<file path="config.mk">
export PLATFORM = sky130hd
export DESIGN_NAME = if_stage_param
export DESIGN_NICKNAME = d
export VERILOG_FILES = /design/src/rtl/if_stage_param.sv
export SDC_FILE = /design/constraint.sdc
export NUM_CORES = 2
export LEC_CHECK = 0
export BUFFER_PORTS_ARGS = -buffer_cell sky130_fd_sc_hd__buf_2
export CAP_MARGIN = 20
export CORE_ASPECT_RATIO = 0.7
export CORE_UTILIZATION = 51
export CTS_BUF_LIST = sky130_fd_sc_hd__clkbuf_16
export DETAILED_ROUTE_END_ITERATION = 7
export PLACE_DENSITY_LB_ADDON = 0.05
export SYNTH_ARGS = -nofsm -noshare
export SYNTH_HDL_FRONTEND = slang
export SYNTH_SLANG_ARGS = --single-unit
</file>
<file path="constraint.sdc">
create_clock -name clk -period 3.08 [get_ports clk]
set_clock_uncertainty 0.15 [all_clocks]
set_input_delay 0.308 -clock clk [delete_from_list [all_inputs] [get_ports clk]]
set_output_delay 0.308 -clock clk [all_outputs]
set_load 0.05 [all_outputs]
</file>
<file path="src/rtl/if_stage_param.sv">
// Instruction-fetch stage: writable instruction memory, PC redirect/stall,
// and the IF/ID pipeline register feeding decode.
module if_stage_param #(
    parameter int                   INSTR_W  = 32,
    parameter int                   PC_W     = 32,
    parameter int                   DEPTH    = 64,
    parameter logic [INSTR_W-1:0]   NOP_WORD = '0
) (
    input  logic               clk,
    input  logic               rst,
    input  logic               freeze,
    input  logic               branch_taken,
    input  logic [PC_W-1:0]    branch_target,
    input  logic               imem_we,
    input  logic [PC_W-1:0]    imem_waddr,
    input  logic [INSTR_W-1:0] imem_wdata,
    output logic [PC_W-1:0]    pc,
    output logic [INSTR_W-1:0] if_id_instr,
    output logic [PC_W-1:0]    if_id_pc_next,
    output logic               if_id_valid,
    output logic               if_id_oob
);

    localparam int AW = (DEPTH > 1) ? $clog2(DEPTH) : 1;
    // One extra bit so DEPTH == 2^PC_W is still representable in the range test.
    localparam logic [PC_W:0] DEPTH_X = (PC_W + 1)'(DEPTH);

    logic [INSTR_W-1:0] r_imem [DEPTH];

    logic [PC_W-1:0]    r_pc;
    logic [INSTR_W-1:0] r_instr;
    logic [PC_W-1:0]    r_pc_next;
    logic               r_valid;
    logic               r_oob;

    logic [PC_W-1:0]    w_pc_inc;
    logic               w_fetch_oob;
    logic               w_wr_ok;
    logic [AW-1:0]      w_rd_idx;
    logic [AW-1:0]      w_wr_idx;
    logic [INSTR_W-1:0] w_fetch_instr;

    assign w_pc_inc      = r_pc + PC_W'(1);
    assign w_fetch_oob   = ({1'b0, r_pc} >= DEPTH_X);
    assign w_wr_ok       = imem_we && ({1'b0, imem_waddr} < DEPTH_X);
    assign w_rd_idx      = r_pc[AW-1:0];
    assign w_wr_idx      = imem_waddr[AW-1:0];
    assign w_fetch_instr = w_fetch_oob ? NOP_WORD : r_imem[w_rd_idx];

    // Memory is never cleared; the asynchronous read above sees the old word on a same-cycle write.
    always_ff @(posedge clk) begin
        if (w_wr_ok) begin
            r_imem[w_wr_idx] <= imem_wdata;
        end
    end

    always_ff @(posedge clk) begin
        if (rst) begin
            r_pc      <= '0;
            r_instr   <= NOP_WORD;
            r_pc_next <= '0;
            r_valid   <= 1'b0;
            r_oob     <= 1'b0;
        end else if (branch_taken) begin
            r_pc      <= branch_target;
            r_instr   <= NOP_WORD;
            r_pc_next <= '0;
            r_valid   <= 1'b0;
            r_oob     <= 1'b0;
        end else if (!freeze) begin
            r_pc      <= w_pc_inc;
            r_instr   <= w_fetch_instr;
            r_pc_next <= w_pc_inc;
            r_valid   <= 1'b1;
            r_oob     <= w_fetch_oob;
        end
    end

    assign pc            = r_pc;
    assign if_id_instr   = r_instr;
    assign if_id_pc_next = r_pc_next;
    assign if_id_valid   = r_valid;
    assign if_id_oob     = r_oob;

endmodule
</file>
After elaboration in Yosys (flattened, before gate mapping)
Memory sizes are Yosys's and may differ from the RTL's. A register that Yosys moved wholly into a read port is not among the register bits.
Cells that the tools add are included.
{ "totals": {"word_cells": 19, "romBits": 0, "memories": 1, "ramBits": 2048, "out_inout_bits": 98, "reg_bits": 98, "latchBits": 0, "in_bits": 101} }
{ "memory_table": {"columns": ["memory", "depth", "word_bits", "read_ports", "rd_clocked_by_memory_dff", "wr", "line", "text"], "rows": [
  ["r_imem", 64, 32, 1, 1, 1, "28", "logic [INSTR_W-1:0] r_imem [DEPTH];"]
]} }
{ "op_classes": {"eq_ne": 1, "add_sub_neg": 1, "mux": 7, "n_shift": 0, "n_bitwise": 0, "reduce_logical": 2, "n_div": 0, "mul": 0, "order_cmp": 2} }
{ "op_table": {"columns": ["cell", "count"], "rows": [
  ["$mux 32", 3],
  ["$add 32x1->32 const B", 1],
  ["$ge 32x7->1 const B", 1],
  ["$lt 32x7->1 const B", 1],
  ["$mux 6", 2],
  ["$mux 1", 2],
  ["$ne 2x1->1 const B", 1],
  ["$reduce_or 2->1", 1],
  ["$logic_and 1x1->1", 1]
]} }

Logic depth before layout (Yosys ltp)
{ "logic_depth": {"ltp_word": 5, "mapped_depth": 11, "mapped_depth_nobuf": 6} }

Worst setup path before layout
No wires, ideal clock.
{ "synth_path": {"path_type": "in2reg", "start": "input port imem_waddr[31]", "end": "memory r_imem[63][0] (enable)", "t_required_ns": 2.509, "stages": 5, "setup_ns": 0.421, "arrival_time_ns": 2.715, "n_path_buf": 0, "path_slack_ns": -0.206, "path_cell_list": "nor4b_1 -> nand4_1 -> nor3_1 -> nand3_1 -> nor2_1"} }
{ "synth_between": {"elab_chain_len": 4} }
{ "synth_rtl": {"columns": ["element", "line", "text"], "rows": [
  ["from (decl)", "15", "input logic [PC_W-1:0] imem_waddr,"],
  ["$lt 32x7->1", "45", "assign w_wr_ok = imem_we && ({1'b0, imem_waddr} < DEPTH_X);"],
  ["$logic_and 1x1->1", "45", null],
  ["$mux 1", "52", "if (w_wr_ok) begin"],
  ["$mux 1 (implied by the code)", "53", "r_imem[w_wr_idx] <= imem_wdata;"],
  ["to (decl)", "28", null]
]} }
No other way between the ends.

==> impl_metrics.tcl <==
set metrics [dict create \
    cap_violations 0 \
    hp-start "branch_target[30]" \
    grt_pass1_vias 42300 \
    num_vias 42600 \
    drt_wl_total_microns 225000 \
    cp_max_fo 24 \
    setup_ws_ns 0.0914 \
    syn_to_final_growth_pct 18.6 \
    syn_avg_cell_area_sq_um 21.4 \
    multi_input_area_sq_um 18200 \
    setup-tns-final_ns 0 \
    ys_warn_count 0 \
    power_mw 59.1 \
    syn_inst 3854 \
    hold_depth 3 \
    die_area_sq_um 163000 \
    crit_required_ns 3.64 \
    io_pins 199 \
    die_w_microns 482 \
    worst_hold_slack_ns 0.0880 \
    min_to "pc[30]$_SDFFE_PP0N_" \
    rsz0062_at_grt "no" \
    async_flop_share_pct 0 \
    nets 4602 \
    yosysSeqAreaShare_pct 77.2 \
    path_cells "buf_12, buf_12, buf_4, mux4_2, a22oi_1, a21oi_1, o21ai_0, nand3_1" \
    hold_viol 0 \
    grt_max_degree 65 \
    arrival_ns 3.55 \
    finish.cell_count_without_fillers 6789 \
    gr-total-overflow 0 \
    syn-num-nets 3957 \
    die_h_microns 338 \
    grt_use_met1_pct 43.2 \
    met3_usage_pct 6.96 \
    dp_cells 6314 \
    final_common_cell "edfxtp_1" \
    ys_types 58 \
    ff_latch_area_sq_um 63600 \
    worst_pin_slew_ns 0.956 \
    grt.busiest_layer "met1" \
    cts_sinks 2152 \
    synth_top_area_share_pct 74.6 \
    post-route-util_pct 61.4 \
    yosys.area.top_type "edfxtp_1" \
    post-route-min-period_ns 2.99 \
    drtIter0Drc 4987 \
    path_class "reg -> reg" \
    cts_buffers 197 \
    clk_path_buf_depth 3 \
    firstDrtPassIters 5 \
    grt_pass1_wl_microns 318000 \
    drc 0 \
    setup_violations 0 \
    start_kind "flip-flop" \
    synthFlopType "edfxtp_1" \
    rrSetupSlack_ns 0.09 \
    slew_headroom_pct 36.2 \
    finalMaxSlewViolations 0 \
    worst_path_most_repeated_cell "buf_12" \
    pre_cts_slack_ns -0.148 \
    cts_root_buf "clkbuf_16" \
    worstSkewPairLatency_ns 0.84 \
    grt_usage_pct 27.9 \
    grt_antenna_before_repair 17 \
    period_share_pct 97.0 \
    avgRoutedWirePerCell_microns 33.2 \
    numPortBuffers 198 \
    hold_class "in -> reg" \
    yosys-top-cells-area "edfxtp_1 75%, mux4_2 14%, dfxtp_1 2.5%, mux2i_1 1.4%, nor2_1 0.67%" \
    max_freq_mhz 335 \
    use_met2_pct 40.4 \
    cp-end-kind "flip-flop" \
    vdd_ir_drop_max_v 0.000483 \
    critPathSlowestCell "mux4_2" \
    rr_worst_depth 8 \
    core_region_area_sq_um 159000 \
    ys_ff_latch 2152 \
    placed_cell_area_sq_um 90400 \
    viasPerCell 6.27 \
    fin_area_sq_um 97700 \
    rows 122 \
    gp_congestion 0.850 \
    max_stage_delay_ns 0.53 \
    dp_hpwl_microns 137000 \
    path_depth 8 \
    reg2reg_to "if_id_instr[7]$_SDFFE_PP0N_" \
    initial_core_util_pct 51.7 \
    synth_edf_count 2048 \
    cts_max_level 4 \
    nFillCells 11200 \
    cts_tree "done" \
    status "finished clean" \
    drive_above_1_share_pct 31.6 \
    ant_nets 0 \
    netlist_area_sq_um 82400 \
    power_density_nw_per_um2 605 \
    p_leak_nw 31.2 \
    clk_pin_slew_ns 0.06 \
    layout_common_cells "2,048 x edfxtp_1, 525 x mux4_2, 215 x buf_4" \
    post-cts-setup-buffers 0 \
    crit_family "compound AO/OA/AOI/OAI gates" \
    cp_num_buf_inv 3 \
]
## kinds of logic (layout without fill, tap and decap cells)
logic type	count (synthesis)	in the layout	share of synthesized area, %
DFF	2152	2152	77.2
muxes	641	641	15.8
and+or+nand+nor	437	437	2.56
AOI/OAI and AO/OA	328	328	2.73
buffers and inverters	257	1073	1.35
xor gates and xnor gates	37	37	0.393
adders and majority gates	2	2	0.0304
other	0	11	0
## repair_timing
item	CTS	global route
pin swaps	0	1
gates resized for setup	1	6
setup endpoints to repair	1	3
gates cloned	0	0
hold buffers	68	13
hold endpoints to repair	695	776
## worst max-delay path by stage
stage,end,slack (ns)
6_report,if_id_instr[7]$_SDFFE_PP0N_,0.09
5_1_grt,if_id_instr[26]$_SDFFE_PP0N_,0.003
4_1_cts,pc[14]$_SDFFE_PP0N_,0.06
3_5_place_dp,if_id_instr[26]$_SDFFE_PP0N_,-0.15
3_3_place_gp,if_id_instr[26]$_SDFFE_PP0N_,-0.18
2_1_floorplan,r_imem[63][0]$_DFFE_PP_,-0.21
## worst reg2reg max path: stages (launching register included)
cell     delay [ns]
dfxtp_4        0.37
buf_12         0.16
buf_12         0.25
buf_4          0.33
mux4_2         0.54
a22oi_1        0.33
a21oi_1        0.15
o21ai_0        0.44
nand3_1        0.14
## cells in the mapped netlist (3+ instances only)
cell,number
xor2_1,6
a21oi_1,41
o211ai_1,21
a31oi_1,27
inv_1,32
buf_4,17
dfxtp_1,104
and3_1,22
nand2b_1,6
nand3b_1,5
a22oi_1,44
buf_2,57
a21o_1,5
and2_1,4
o21ai_0,72
xnor2_1,31
a221oi_1,20
a311oi_1,7
o31ai_1,5
clkbuf_1,121
mux2i_1,115
o2111ai_1,4
a221o_1,5
nand2_1,97
nor3_1,21
and4_1,3
or2_2,5
nor4_1,25
a22o_1,40
mux4_2,525
edfxtp_1,2048
o22ai_1,12
nor2b_1,6
a32oi_1,5
buf_1,27
nand4_1,17
or4_1,9
nor2_1,147
nand3_1,32
a211oi_1,12
or3_1,29
## routing by layer
| layer | vias to the layer above | wire [microns] |
|---|---|---|
| met2 | 1879 | 101000 |
| met1 | 22900 | 98800 |
| li1 | 17500 | - |
| met4 | 4 | 4030 |
| met5 | - | 30 |
| met3 | 236 | 21300 |
## state kept, by name, indices dropped and copies added (netlist names), named ones only
signal         count
if_id_oob          1
if_id_pc_next     32
pc                32
r_imem          2048
if_id_valid        1
if_id_instr       32
## where the power goes
part | leakage, nW | switching, mW | total (mW) | internal [mW]
Combinational | 8.68 | 1.96 | 3.41 | 1.45
Sequential | 19.3 | 0.0724 | 32.1 | 32.0
Clock | 3.26 | 10.7 | 23.6 | 12.9
Total | 31.2 | 12.7 | 59.1 | 46.4
## area by class of cell
cell class,instances,area share (%)
inverters,33,0.132
clock inverters,168,1.15
well taps,2108,2.70
diodes,11,0.0282
repair buffers,670,7.09
flip-flops and latches,2152,65.1
multi-input cells,1445,18.7
clock buffers,202,5.17
(Power assumes the default switching activity.)
